**config.mk**
```make
export PLATFORM = sky130hd
export DESIGN_NAME = mul_seq
export DESIGN_NICKNAME = d
export VERILOG_FILES = /design/src/rtl/mul_seq.sv
export SDC_FILE = /design/constraint.sdc
export NUM_CORES = 1
export LEC_CHECK = 0
export ABC_AREA = 1
export CAP_MARGIN = 10
export CORE_AREA = 10 10 222 224
export CTS_CLUSTER_DIAMETER = 30
export DETAILED_ROUTE_END_ITERATION = 12
export DIE_AREA = 0 0 232 234
export PLACE_DENSITY_LB_ADDON = 0.1
export SETUP_SLACK_MARGIN = 0.1
export SLEW_MARGIN = 15
export SYNTH_ARGS = -nofsm -noshare
export SYNTH_HDL_FRONTEND = slang
export SYNTH_SLANG_ARGS = --single-unit
export TNS_END_PERCENT = 10
```
**constraint.sdc**
```tcl
create_clock -name i_clk -period 6.7 [get_ports i_clk]
set_clock_uncertainty 0.05 [all_clocks]
set_input_delay 1.34 -clock i_clk [delete_from_list [all_inputs] [get_ports i_clk]]
set_output_delay 1.34 -clock i_clk [all_outputs]
set_load 0.01 [all_outputs]
```
**src/rtl/mul_seq.sv**
```systemverilog
// Iterative signed multiplier for the kv10 datapath: MUL (PDP-10 double word) and IMUL.
// Shift-add on magnitudes, one multiplier bit per cycle, sign fixed up in a final cycle.
module mul_seq #(
    parameter int unsigned width = 36
) (
    input  logic             i_clk,
    input  logic             i_reset,
    input  logic             i_start,
    input  logic             i_imul,
    input  logic [width-1:0] i_a,
    input  logic [width-1:0] i_m,
    output logic             o_busy,
    output logic             o_done,
    output logic [width-1:0] o_result,
    output logic [width-1:0] o_resultlow,
    output logic             o_overflow
);

    localparam int unsigned CntW = $clog2(width);
    localparam logic [CntW-1:0] LastStep = CntW'(width - 1);
    localparam logic [width-1:0] MinWord = {1'b1, {(width - 1){1'b0}}};

    typedef enum logic [1:0] {
        StIdle,
        StRun,
        StFix
    } state_e;

    state_e               r_state;
    logic                 r_imul;
    logic                 r_sign;
    logic [width-1:0]     r_mag_a;
    logic [width-1:0]     r_mag_m;
    logic [2*width-1:0]   r_acc;
    logic [CntW-1:0]      r_cnt;

    logic [width-1:0]     w_abs_a;
    logic [width-1:0]     w_abs_m;
    logic [width:0]       w_sum;
    logic [2*width-1:0]   w_acc_step;
    logic [2*width-1:0]   w_prod;
    logic [width:0]       w_top;
    logic                 w_mul_ovf;
    logic [width-1:0]     w_mul_hi;
    logic [width-1:0]     w_mul_lo;
    logic                 w_imul_ovf;

    // The most negative word maps onto its own bit pattern, which is the correct unsigned magnitude.
    assign w_abs_a = i_a[width-1] ? -i_a : i_a;
    assign w_abs_m = i_m[width-1] ? -i_m : i_m;

    assign w_sum      = {1'b0, r_acc[2*width-1:width]} + {1'b0, r_mag_a};
    assign w_acc_step = r_mag_m[0] ? {w_sum, r_acc[width-1:1]}
                                   : {1'b0, r_acc[2*width-1:1]};

    assign w_prod = r_sign ? -r_acc : r_acc;

    // Only (-2^35)^2 reaches bit 70 without a matching sign bit.
    assign w_mul_ovf = w_prod[2*width-1] ^ w_prod[2*width-2];
    assign w_mul_hi  = w_mul_ovf ? MinWord : {w_prod[2*width-2:width], w_prod[width-1]};
    assign w_mul_lo  = w_mul_ovf ? MinWord : {w_prod[2*width-1], w_prod[width-2:0]};

    assign w_top      = w_prod[2*width-1:width-1];
    assign w_imul_ovf = ~((&w_top) | ~(|w_top));

    always_ff @(posedge i_clk) begin
        if (i_reset) begin
            r_state     <= StIdle;
            r_imul      <= 1'b0;
            r_sign      <= 1'b0;
            r_mag_a     <= '0;
            r_mag_m     <= '0;
            r_acc       <= '0;
            r_cnt       <= '0;
            o_busy      <= 1'b0;
            o_done      <= 1'b0;
            o_result    <= '0;
            o_resultlow <= '0;
            o_overflow  <= 1'b0;
        end else begin
            o_done <= 1'b0;
            case (r_state)
                StIdle: begin
                    if (i_start) begin
                        r_imul  <= i_imul;
                        r_sign  <= i_a[width-1] ^ i_m[width-1];
                        r_mag_a <= w_abs_a;
                        r_mag_m <= w_abs_m;
                        r_acc   <= '0;
                        r_cnt   <= '0;
                        o_busy  <= 1'b1;
                        r_state <= StRun;
                    end
                end
                StRun: begin
                    r_acc   <= w_acc_step;
                    r_mag_m <= {1'b0, r_mag_m[width-1:1]};
                    r_cnt   <= r_cnt + CntW'(1);
                    if (r_cnt == LastStep) begin
                        r_state <= StFix;
                    end
                end
                StFix: begin
                    if (r_imul) begin
                        o_result    <= {width{w_prod[width-1]}};
                        o_resultlow <= w_prod[width-1:0];
                        o_overflow  <= w_imul_ovf;
                    end else begin
                        o_result    <= w_mul_hi;
                        o_resultlow <= w_mul_lo;
                        o_overflow  <= w_mul_ovf;
                    end
                    o_done  <= 1'b1;
                    o_busy  <= 1'b0;
                    r_state <= StIdle;
                end
                default: begin
                    r_state <= StIdle;
                    o_busy  <= 1'b0;
                end
            endcase
        end
    end

endmodule

```
=== Word-level counts from Yosys, hierarchy flattened ===
Cells that the tools add are included.

* Bits in registers: 229
* Word-level logic and storage cells: 57

* $add $sub $neg: 5
* Eq/ne operators: 5
* Muxes and demuxes: 21
* Bitwise logic cells: 6
* Reductions and logical operators: 8

{| class="wikitable"
|+ Operator list
! kind !! count
|-
| two-way mux 36 bit || 7
|-
| two-way mux 72 bit || 3
|-
| one-hot mux 72 bit (2 select lines) || 1
|-
| negation 36 bit || 2
|-
| negation 72 bit || 1
|-
| one-hot mux 36 bit (2 select lines) || 1
|-
| adder 36 x 36 -> 37 bit || 1
|-
| AND reduction 37 bit || 1
|-
| OR reduction 37 bit || 1
|-
| one-hot mux 6 bit (2 select lines) || 1
|-
| AND reduction 2 bit || 4
|-
| adder 6 x 1 -> 6 bit (second input constant) || 1
|-
| == test 6 bit (second input constant) || 1
|-
| two-way mux 6 bit || 1
|-
| two-way mux 2 bit || 2
|-
| inequality test 2 bit (second input constant) || 2
|-
| one-hot mux 2 bit (2 select lines) || 1
|-
| two-way mux 1 bit || 3
|-
| NOT 1 bit || 3
|-
| == test 2 x 1 -> 1 bit (second input constant) || 1
|-
| == test 2 bit (second input constant) || 1
|-
| logical NOT 2 bit || 1
|-
| one-hot mux 1 bit (2 select lines) || 1
|-
| nonzero test 2 bit || 1
|-
| other kinds (2) || 3
|}

=== Depth between registers and ports, before layout ===
Gate-level depths: netlist of the first run.

* Word-level depth: 7
* Depth in mapped cells: 19
* Mapped depth without buffers: 19

=== Worst setup path before layout of the first run ===
No wires, ideal clock.

* Path kind: input port to flip-flop
* Start point: in i_m[0]
* End point: reg r_mag_m[24]
* Setup time: 0.071 ns
* Arrival: 2.874 ns
* Path slack: 3.705 ns
* Stages on the path: 14
* Path buffers: 0
* Path through: inv_2 -> ha_1 -> inv_1 -> nor3_2 -> nand3_2 -> nor3_4 -> nand3_2 -> nor3_2 -> nand3_1 -> nand2_2 -> nand2_2 -> a21oi_1 -> o21ai_1 -> a21oi_1

* Longest elaborated chain between the ends: 4

{| class="wikitable"
|+ Ends and longest elaborated chain
! item !! line !! text
|-
| from (decl) || 11 || <nowiki>input logic [width-1:0] i_m,</nowiki>
|-
| negation 36 bit || 50 || <nowiki>assign w_abs_m = i_m[width-1] ? -i_m : i_m;</nowiki>
|-
| two-way mux 36 bit || 50 ||
|-
| two-way mux 36 bit || 84 || <nowiki>if (i_start) begin</nowiki>
|-
| one-hot mux 36 bit (2 select lines) || 82 || <nowiki>case (r_state)</nowiki>
|-
| to (signal assigned) || 88 || <nowiki>r_mag_m <= w_abs_m;</nowiki>
|-
| to (signal assigned) || 97 || <nowiki>r_mag_m <= {1'b0, r_mag_m[width-1:1]};</nowiki>
|-
| to (decl) || 33 || <nowiki>logic [width-1:0] r_mag_m;</nowiki>
|}

No other way between the ends. The select of a mux whose other input is x is not followed.
A chain may end at the register's enable or synchronous reset.

=== Worst setup path after layout of the first run ===
* Start point: reg r_sign
* End point: reg o_resultlow[13]

* Longest elaborated chain between the ends: 4

{| class="wikitable"
|+ Ends and longest elaborated chain
! item !! line !! text
|-
| from (decl) || 31 || <nowiki>logic r_sign;</nowiki>
|-
| from (signal assigned) || 86 || <nowiki>r_sign <= i_a[width-1] ^ i_m[width-1];</nowiki>
|-
| two-way mux 72 bit (*) || 56 || <nowiki>assign w_prod = r_sign ? -r_acc : r_acc;</nowiki>
|-
| XOR 1 bit || 59 || <nowiki>assign w_mul_ovf = w_prod[2*width-1] ^ w_prod[2*width-2];</nowiki>
|-
| two-way mux 36 bit || 61 || <nowiki>assign w_mul_lo = w_mul_ovf ? MinWord : {w_prod[2*width-1], w_prod[width-2:0]};</nowiki>
|-
| two-way mux 36 bit (*) || 104 || <nowiki>if (r_imul) begin</nowiki>
|-
| to (signal assigned) || 106 || <nowiki>o_resultlow <= w_prod[width-1:0];</nowiki>
|-
| to (signal assigned) || 110 || <nowiki>o_resultlow <= w_mul_lo;</nowiki>
|-
| to (decl) || 15 || <nowiki>output logic [width-1:0] o_resultlow,</nowiki>
|}

Every way passes the cells marked *; elsewhere a longest branch is shown, timed or not.

==> results of run 1 <==
## state kept, by name (all words and copies together) (netlist names)
signal	cells
r_cnt	6
o_result	36
r_state	2
o_busy	1
r_mag_a	36
r_mag_m	36
r_imul	1
o_resultlow	35
r_sign	1
o_overflow	1
o_done	1
r_acc	72
## synthesized netlist by cell type, types with 15 or more instances
cell      instances
inv_1           232
a21oi_1         237
nor2_1          328
nand4_1          33
nor2_2           15
o21ai_1          17
o32ai_1          35
clkbuf_1         78
o21ai_0         167
buf_2            15
nand2_1         660
ha_1             41
dfxtp_1         228
o211ai_1         33
nand3_1         114
a22oi_1          16
a31oi_1          20
nor3_1           28
xor2_1           45
## metal layers
layer | vias up | wire (um) | share of wire
met4 | 0 | 1764 | 0.030
li1 | 8598 | - | -
met3 | 90 | 2358 | 0.040
met1 | 7866 | 26370 | 0.44
met5 | - | 0 | 0
met2 | 396 | 29020 | 0.49
## worst max path at each step
stage | endpoint | cells after the start
finish | o_resultlow[13] | 13
global route | o_resultlow[1] | 15
CTS | o_resultlow[13] | 16
detailed placement | r_acc[6] | 6
global placement | r_acc[31] | 6
floorplan | r_mag_m[24] | 14
## worst max-delay path, stage by stage, from the launching register on
cell,delay [ns]
dfxtp_2,0.32
buf_4,0.58
nand2_1,0.23
nand2_2,0.28
nor2_2,0.11
nand2_1,0.08
nand2_1,0.05
nand2_1,0.14
inv_1,0.06
ha_1,0.35
a21oi_2,0.69
buf_4,0.35
nand3_1,0.15
a21oi_1,0.14
## through the flow
stage               hold slack (ns)    util  area (um2)  power (mW)  worst slack [ns]
global route                 0.4263  0.4392       19720       5.496             2.659
finish                       0.4091  0.4392       19720       5.273             2.995
floorplan                    0.3936       -       15520       1.965             3.705
global placement             0.4026  0.3903       17520       2.227             2.770
CTS                          0.4123  0.4392       19720       5.329             2.974
detailed placement           0.4051  0.3903       17520       2.229             2.730
## power groups by stage
stage | sequential, mW | combinational (mW) | clock, mW
floorplan | 1.46 | 0.509 | 0
global placement | 1.48 | 0.745 | 0
detailed placement | 1.48 | 0.747 | 0
CTS | 1.46 | 0.751 | 3.12
global route | 1.46 | 0.844 | 3.19
finish | 1.46 | 0.752 | 3.06
## area by class of cell
type                    instances  area, um2  area share
clock inverters                46      574.3     0.02912
flip-flops and latches        228       4566      0.2315
inverters                     242      909.6     0.04613
clock buffers                  68       1624     0.08236
repair buffers                168       1634     0.08287
multi-input cells            1922       9661      0.4899
well taps                     600      750.7     0.03807
## cell families after synthesis
kind of cell,share of synthesized area
AO/OA/AOI/OAI,0.2188
XOR/XNOR,0.03329
buffers and inverters,0.08544
flip-flops,0.2941
adder cells (fa/ha/maj),0.03434
AND/OR/NAND/NOR,0.3340
==> summary.md, run 1 <==
| Metric | Value |
|---|---|
| Status | `complete, no violations` |
| Clock buffer count from CTS | `61` |
| Die area | `54290 um2` |
| Hold Crit Depth | `2` |
| CP Capture Type | `flip-flop` |
| Distinct cells, synth | `55` |
| Clock Tree Root | `clkbuf_16` |
| Total grt overflow | `0` |
| Gpl congestion | `roughly 0.94` |
| Post-synth EDFFs | `0` |
| FP Rows | `between 70 and 80` |
| Met2 GRT Util | `0.3750` |
| Post-Place Cells | `approximately 3200` |
| Worst Path Max Fanout | `between 60 and 70` |
| Fin crit share | `0.5530` |
| Worst Max-Slew Pin Slew | `0.9711 ns` |
| Pre-Repair DR Iteration Count | `5` |
| Seq cells post-synth | `roughly 230` |
| Worst Path Arrival | `around 4.2 ns` |
| Max-cap violations | `0` |
| FF-to-FF End | `o_resultlow[13]` |
| PortBufs | `150` |
| H-Tree Depth | `2` |
| Worst reg-to-reg path cell count | `13` |
| Height of the die | `~230 um` |
| FF-to-FF setup slack | `2.99 ns` |
| Reg-to-reg startpoint | `r_sign` |
| Post-DR vias/cell | `5.177` |
| Slew Viols, Final | `0` |
| GR peak layer | `met2` |
| Min-delay src | `o_resultlow[17]` |
| Met1 Usage GRT | `0.2588` |
| Number of routed nets with antenna violations | `0` |
| Gr usage total | `0.2122` |
| Antenna Cells | `0` |
| Synth Flop Type | `dfxtp_1` |
| PostCTS Resize Cnt | `0` |
| Setup Crit Path Kind | `reg -> reg` |
| Syn nets | `roughly 2600` |
| HPWL after DPL | `45310 um` |
| Worst hold-check path type | `reg -> reg` |
| Met3 Use GR | `0.02659` |
| Wire length per cell | `between 15 and 20 um` |
| Skew-Pair Late Insertion Delay | `just over 0.6 ns` |
| Starting Density | `0.3458` |
| P_int | `between 3 and 4 mW` |
| Crit start category | `flip-flop` |
| Clock-pin slew on the worst setup and hold paths | `~0.04 ns` |
| First-pass GRT wire length | `between 90000 and 100000 um` |
| Maximum root-to-sink buffer count | `3` |
| Chip width | `~230 um` |
| Final Hold Viols | `0` |
| Comb power frac | `0.143` |
| Post-synthesis sequential area ratio | `0.2941` |
| Pin count of the biggest net entering global routing | `between 80 and 90` |
| Number of global-route vias before repair | `between 15000 and 20000` |
| Fill cells | `between 4000 and 5000` |
| I/O pin cnt | `around 150` |
| P_leak | `around 8.4 nW` |
| Fin cells | `about 3300` |
| Fraction of registers with async set/reset | `0` |
| Commonest non-fill, non-tap cell in the layout | `nand2_1` |
| Antenna violations before repair | `0` |
| Nets | `2741` |
| Slew margin rel. | `0.3526` |
| Clock Power Share | `0.581` |
| Switching power total | `between 1 and 1.5 mW` |
| Endpoints failing setup | `0` |
| PwrDens | `267.4 nW/um2` |
| Maximum vdd drop | `0.1930 mV` |
| Post-Route WL | `between 50000 and 60000 um` |
| Max Freq | `between 0.2 and 0.3 GHz` |
| Core ar. | `roughly 45000 um2` |
| Part of the power in registers | `0.277` |
| Post-Syn Area per Cell | `6.226 um2` |
| Synthesis-to-layout area growth | `27.04%` |
| Largest area contributor in the netlist | `dfxtp_1` |
| Clock Sinks | `roughly 230` |
| Mapped cell area | `approximately 16000 um2` |
| Via count | `approximately 17000` |
| Synthesized instance count | `about 2500` |
| Worst Hold End | `o_resultlow[17]` |
| Most frequent cells in the layout | `nand2_1, nor2_1, a21oi_1, inv_1, dfxtp_1` |
| CTS tree | `done` |
| DRC | `0` |
| Worst setup path startpoint | `r_sign` |
| Synth top area cells | `dfxtp_1, nand2_1, nor2_1, a21oi_1, inv_1` |
| Critical path data required time | `7.17 ns` |
| Post-CTS setup buffers | `0` |
| Min cycle time layout | `between 3 and 4 ns` |
| Ys Warns | `0` |
| Share of layout cells above drive strength 1 | `0.08003` |
| Hold Buf Count CTS | `0` |
| Setup TNS | `0 ns` |
| RSZ-0062 raised after global routing | `no` |
| Iteration-0 DRC Markers | `~1000` |
| Switching part of the total | `0.2844` |
| Yosys top cell area share | `0.2941` |
No activity file was read; power rests on OpenSTA's default activity.
==> inputs of run 2 (changes only) <==
clock period = 3.7 ns   (was 6.7 ns; I/O delays follow)
==> summary.md, run 2 (synthesis results as in run 1) <==
| Metric | Value |
|---|---|
| Highest routed layer | `met4` |
| P_leak | `8.714 nW (+3.2%)` |
| FP Rows | `78 (unchanged)` |
| Worst Max-Slew Pin Slew | `0.7942 ns (-0.1769 ns)` |
| Final Hold Viols | `0 (unchanged)` |
| Clock Sinks | `228 (unchanged)` |
| Post-DR vias/cell | `5.205 (+0.54%)` |
| Top reg by flops | `r_acc` |
| RSZ-0062 raised after global routing | `no` |
| Iteration-0 DRC Markers | `1035 (-1.2%)` |
| H-Tree Depth | `2 (unchanged)` |
| Pin count of the biggest net entering global routing | `82 (-1.2%)` |
| CTS tree | `done` |
| Post-DP Area | `17800 um2 (+1.6%)` |
| Clock buffer count from CTS | `60 (-1.6%)` |
| Power Total | `10.08 mW (+91%)` |
| Via count | `17210 (+1.5%)` |
| Wire length on met2 | `29100 um (+0.30%)` |
| Hold Buf Count CTS | `0 (unchanged)` |
| Clock-pin slew on the worst setup and hold paths | `0.04 ns (about the same)` |
| Number of routed nets with antenna violations | `0 (unchanged)` |
| Height of the die | `234 um (unchanged)` |
| Wire length per cell | `18.25 um (+0.40%)` |
| Post-Route WL | `60330 um (+1.4%)` |
| Setup TNS | `0 ns (unchanged)` |
| Slew margin rel. | `0.4705 (+0.1179)` |
| Post-CTS setup buffers | `0 (unchanged)` |
| Total grt overflow | `0 (unchanged)` |
| PwrDens | `499.6 nW/um2 (+87%)` |
| WL met3 | `2615 um (+11%)` |
| Maximum root-to-sink buffer count | `3 (unchanged)` |
| PostCTS Resize Cnt | `0 (unchanged)` |
| Finished Core Util | `0.4494 (+0.01012)` |
| Number of global-route vias before repair | `16850 (+1.9%)` |
| Gr usage total | `0.2158 (+0.003560)` |
| Worst hold-check path type | `reg -> reg` |
| CP Capture Type | `flip-flop` |
| Chip width | `232 um (unchanged)` |
| HPWL after DPL | `46910 um (+3.5%)` |
| Skew-Pair Late Insertion Delay | `0.60 ns (-0.02 ns)` |
| Worst Path Max Fanout | `37 (-42%)` |
| DRC | `0 (unchanged)` |
| Most frequent cells in the layout | `nand2_1, nor2_1, a21oi_1, inv_1, dfxtp_1` |
| Place WS | `0.5493 ns (-2.181 ns)` |
| Max Freq | `0.3292 GHz (+22%)` |
| Worst Path Arrival | `3.50 ns (-0.68 ns)` |
| Share of layout cells above drive strength 1 | `0.09054 (+0.01051)` |
| Synthesis-to-layout area growth | `29.96%` |
| Max-cap violations | `0 (unchanged)` |
| Core ar. | `44890 um2 (unchanged)` |
| Max FFs per register | `72 (unchanged)` |
| PortBufs | `150 (unchanged)` |
| Fill cells | `4758 (-0.19%)` |
| FF-to-FF setup slack | `0.66 ns (-2.33 ns)` |
| Pre-Repair DR Iteration Count | `5 (unchanged)` |
| Crit start category | `flip-flop` |
| Slew Viols, Final | `0 (unchanged)` |
| Antenna Cells | `0 (unchanged)` |
| Antenna violations before repair | `0 (unchanged)` |
| Status | `complete, no violations` |
| Metal1 wirelength | `26500 um (+0.51%)` |
| Clock Tree Root | `clkbuf_16` |
| Starting Density | `0.3458 (unchanged)` |
| Worst Slack Setup Final | `0.6628 ns (-2.332 ns)` |
| First-pass GRT wire length | `93520 um (+2.0%)` |
| Maximum vdd drop | `0.3654 mV (+89%)` |
| Endpoints failing setup | `0 (unchanged)` |
| Gpl congestion | `0.9685 (+3.1%)` |
| Setup Crit Path Kind | `reg -> reg` |
| Fin crit share | `0.8209 (+0.2678)` |
| Nets | `2772 (+1.1%)` |
| Min cycle time layout | `3.037 ns (-0.6681 ns)` |
| Die area | `54290 um2 (unchanged)` |
| Commonest non-fill, non-tap cell in the layout | `nand2_1` |
| I/O pin cnt | `151 (unchanged)` |
| Critical path data required time | `4.17 ns (-3.00 ns)` |
| Final instance area | `20170 um2 (+2.3%)` |
==> run 2: worst paths after layout <==
kind	start	end	cells past startpoint
setup / recovery	r_acc[1]	o_resultlow[21]	17
hold / removal	o_resultlow[1]	o_resultlow[1]	2
setup reg to reg	r_acc[1]	o_resultlow[21]	17
hold reg to reg	o_resultlow[1]	o_resultlow[1]	2
==> run 2: metrics by stage <==
stage | cells | hold WS, ns
floorplan | 2493 | 0.3936
global placement | 3192 | 0.4017
detailed placement | 3192 | 0.4051
CTS | 3306 | 0.4124
global route | 3306 | 0.4278
finish | 3306 | 0.4096
==> run 2: critical path: stages, from the launching register on <==
cell	delay (ns)
dfxtp_1	0.30
inv_1	0.11
ha_1	0.25
inv_1	0.09
nor2_2	0.18
nor2_2	0.08
nor2_4	0.22
nand3_2	0.13
nor2_1	0.13
nand2_1	0.05
nand2_1	0.14
inv_1	0.06
ha_1	0.30
a21oi_2	0.19
buf_12	0.21
a21boi_0	0.19
o21ai_0	0.10
a21oi_1	0.13
==> run 2: routing by layer <==
metal  up-vias  GRT usage
met5         -          0
met4         0    0.08801
met3       107    0.02611
met2       419     0.3749
li1       8668          -
met1      8014     0.2666
==> run 2: area by class of cell <==
| cell class | instances | area (um2) | share of cell area |
|---|---|---|---|
| clock buffers | 73 | 1672 | 0.08286 |
| clock inverters | 41 | 703.2 | 0.03486 |
| inverters | 242 | 909.6 | 0.04509 |
| multi-input cells | 1922 | 9661 | 0.4789 |
| flip-flops and latches | 228 | 4566 | 0.2263 |
| well taps | 600 | 750.7 | 0.03721 |
| repair buffers | 200 | 1912 | 0.09477 |
==> run 2: report_power, final <==
group / internal, mW / switching, mW / total [mW]
Clock: 4.37 / 1.67 / 6.04
Combinational: 0.465 / 0.950 / 1.41
Sequential: 2.55 / 0.0746 / 2.63
==> inputs of run 3 (changes only) <==
clock period = 3.1 ns   (was 3.7 ns; I/O delays follow)
==> summary.md, run 3 (synthesis results as in run 1) <==
| Metric | Value |
|---|---|
| Top reg by flops | `r_acc` |
| Number of routed nets with antenna violations | `0 (unchanged)` |
| Pin count of the biggest net entering global routing | `151 (+84%)` |
| Worst Path Arrival | `3.19 ns (-0.31 ns)` |
| Status | `complete, no violations` |
| Number of global-route vias before repair | `17030 (+1.1%)` |
| Synthesis-to-layout area growth | `32.94%` |
| CTS tree | `done` |
| Core ar. | `44890 um2 (unchanged)` |
| Endpoints failing setup | `0 (unchanged)` |
| Worst Path Max Fanout | `5 (-86%)` |
| Clock buffer count from CTS | `67 (+12%)` |
| Max Freq | `0.3561 GHz (+8.2%)` |
| PortBufs | `150 (unchanged)` |
| Post-DP Area | `18040 um2 (+1.3%)` |
| Worst Max-Slew Pin Slew | `0.7679 ns (-0.02628 ns)` |
| Most frequent cells in the layout | `nand2_1, nor2_1, a21oi_1, inv_1, dfxtp_1` |
| Worst Hold End | `r_cnt[1]` |
| Slew margin rel. | `0.4880 (+0.01752)` |
| Post-Route WL | `61400 um (+1.8%)` |
| Gr usage total | `0.2202 (+0.004371)` |
| Worst setup path startpoint | `r_acc[36]` |
| Final instance area | `20640 um2 (+2.3%)` |
| Power Total | `12.10 mW (+20%)` |
| Skew-Pair Late Insertion Delay | `0.58 ns (-0.02 ns)` |
| Post-DR vias/cell | `5.161 (-0.85%)` |
| Nets | `2808 (+1.3%)` |
| Pre-Repair DR Iteration Count | `7 (+2)` |
| Antenna violations before repair | `0 (unchanged)` |
| RSZ-0062 raised after global routing | `yes` |
| Hold Buf Count CTS | `0 (unchanged)` |
| Setup TNS | `0 ns (unchanged)` |
| Hold Crit Depth | `2 (unchanged)` |
| Die area | `54290 um2 (unchanged)` |
| Starting Density | `0.3458 (unchanged)` |
| CP Capture Type | `flip-flop` |
| Hold slack | `0.2306 ns (-0.1790 ns)` |
| Clock-pin slew on the worst setup and hold paths | `0.04 ns (about the same)` |
| Wire length per cell | `18.39 um (+0.78%)` |
| Finished Core Util | `0.4597 (+0.01031)` |
| Clock Sinks | `228 (unchanged)` |
| HPWL after DPL | `47550 um (+1.4%)` |
| First-pass GRT wire length | `94750 um (+1.3%)` |
| Height of the die | `234 um (unchanged)` |
| I/O pin cnt | `151 (unchanged)` |
| Min cycle time layout | `2.808 ns (-0.2290 ns)` |
| Chip width | `232 um (unchanged)` |
| Clock Tree Root | `clkbuf_16` |
| Crit start category | `flip-flop` |
| Setup Crit Path Kind | `reg -> reg` |
| Max FFs per register | `72 (unchanged)` |
| DRC | `0 (unchanged)` |
| Maximum vdd drop | `0.4180 mV (+14%)` |
| H-Tree Depth | `3 (+1)` |
| Final Hold Viols | `0 (unchanged)` |
| Iteration-0 DRC Markers | `1061 (+2.5%)` |
| Min-delay src | `i_reset` |
| Via count | `17230 (+0.14%)` |
| Gpl congestion | `0.9967 (+2.9%)` |
| Fin crit share | `0.9059 (+0.08501)` |
| FP Rows | `78 (unchanged)` |
| FF-to-FF End | `r_acc[67]` |
| Max-cap violations | `0 (unchanged)` |
| Commonest non-fill, non-tap cell in the layout | `nand2_1` |
| Reg-to-reg startpoint | `r_acc[36]` |
| Antenna Cells | `0 (unchanged)` |
| Maximum root-to-sink buffer count | `3 (unchanged)` |
| Total grt overflow | `0 (unchanged)` |
| Share of layout cells above drive strength 1 | `0.1135 (+0.02301)` |
| P_leak | `8.977 nW (+3.0%)` |
| Worst hold-check path type | `in -> reg` |
| PwrDens | `586.4 nW/um2 (+17%)` |
| Critical path data required time | `3.48 ns (-0.69 ns)` |
| Worst reg-to-reg path cell count | `13 (-4)` |
| Slew Viols, Final | `0 (unchanged)` |
| FF-to-FF setup slack | `0.29 ns (-0.37 ns)` |
-- run 3: timing repair --
action,CTS,global route
endpoints found under the setup margin,0,75
setup buffers,0,3
gates resized for setup,0,51
-- run 3: critical path, cell delays in order (launching register included) --
cell and delay (ns):
dfxtp_1 0.46, ha_1 0.23, inv_1 0.06, fa_1 0.39
o21ai_0 0.25, nand3_1 0.11, nand3_1 0.18, a21oi_1 0.15
inv_1 0.14, nand4_1 0.20, nand3_1 0.15, nand2_1 0.05
o21ai_0 0.16, a21oi_1 0.08
-- run 3: metal layers --
metal / track usage / up-vias / wire length (um) / share of wire
met5: 0 / - / 0 / 0
met4: 0.07413 / 0 / 1606 / 0.026
met3: 0.03312 / 89 / 2412 / 0.039
met2: 0.3898 / 367 / 30250 / 0.49
met1: 0.2678 / 8050 / 27140 / 0.44
li1: - / 8726 / - / -
-- run 3: metrics by stage --
step / instances / setup slack, ns
final: 3339 / 0.2918
after detailed placement: 3217 / 0.08734
after floorplan: 2493 / 0.4514
after global routing: 3339 / 0.04215
after CTS: 3335 / 0.1184
after global placement: 3217 / 0.1306
-- run 3: worst max path at each step --
stage	end	slack, ns	depth (start not counted)
6_report	r_acc[67]	0.29	13
5_1_grt	r_acc[67]	0.04	13
4_1_cts	o_resultlow[17]	0.12	16
3_5_place_dp	r_mag_m[24]	0.09	15
3_3_place_gp	r_mag_a[32]	0.13	17
2_1_floorplan	o_result[0]	0.45	16
-- run 3: layout make-up --
cell class,count,area [um2]
clock inverter,27,422.9
fill,4751,24260
inverter,242,909.6
sequential,228,4578
multi-input combinational,1922,9779
clock buffer,91,1982
tap,600,750.7
timing repair buffer,229,2213
-- run 3: power by group --
group	total [mW]	switching (mW)	internal (mW)
Combinational	1.74	1.14	0.597
Clock	7.21	1.97	5.24
Sequential	3.15	0.103	3.05
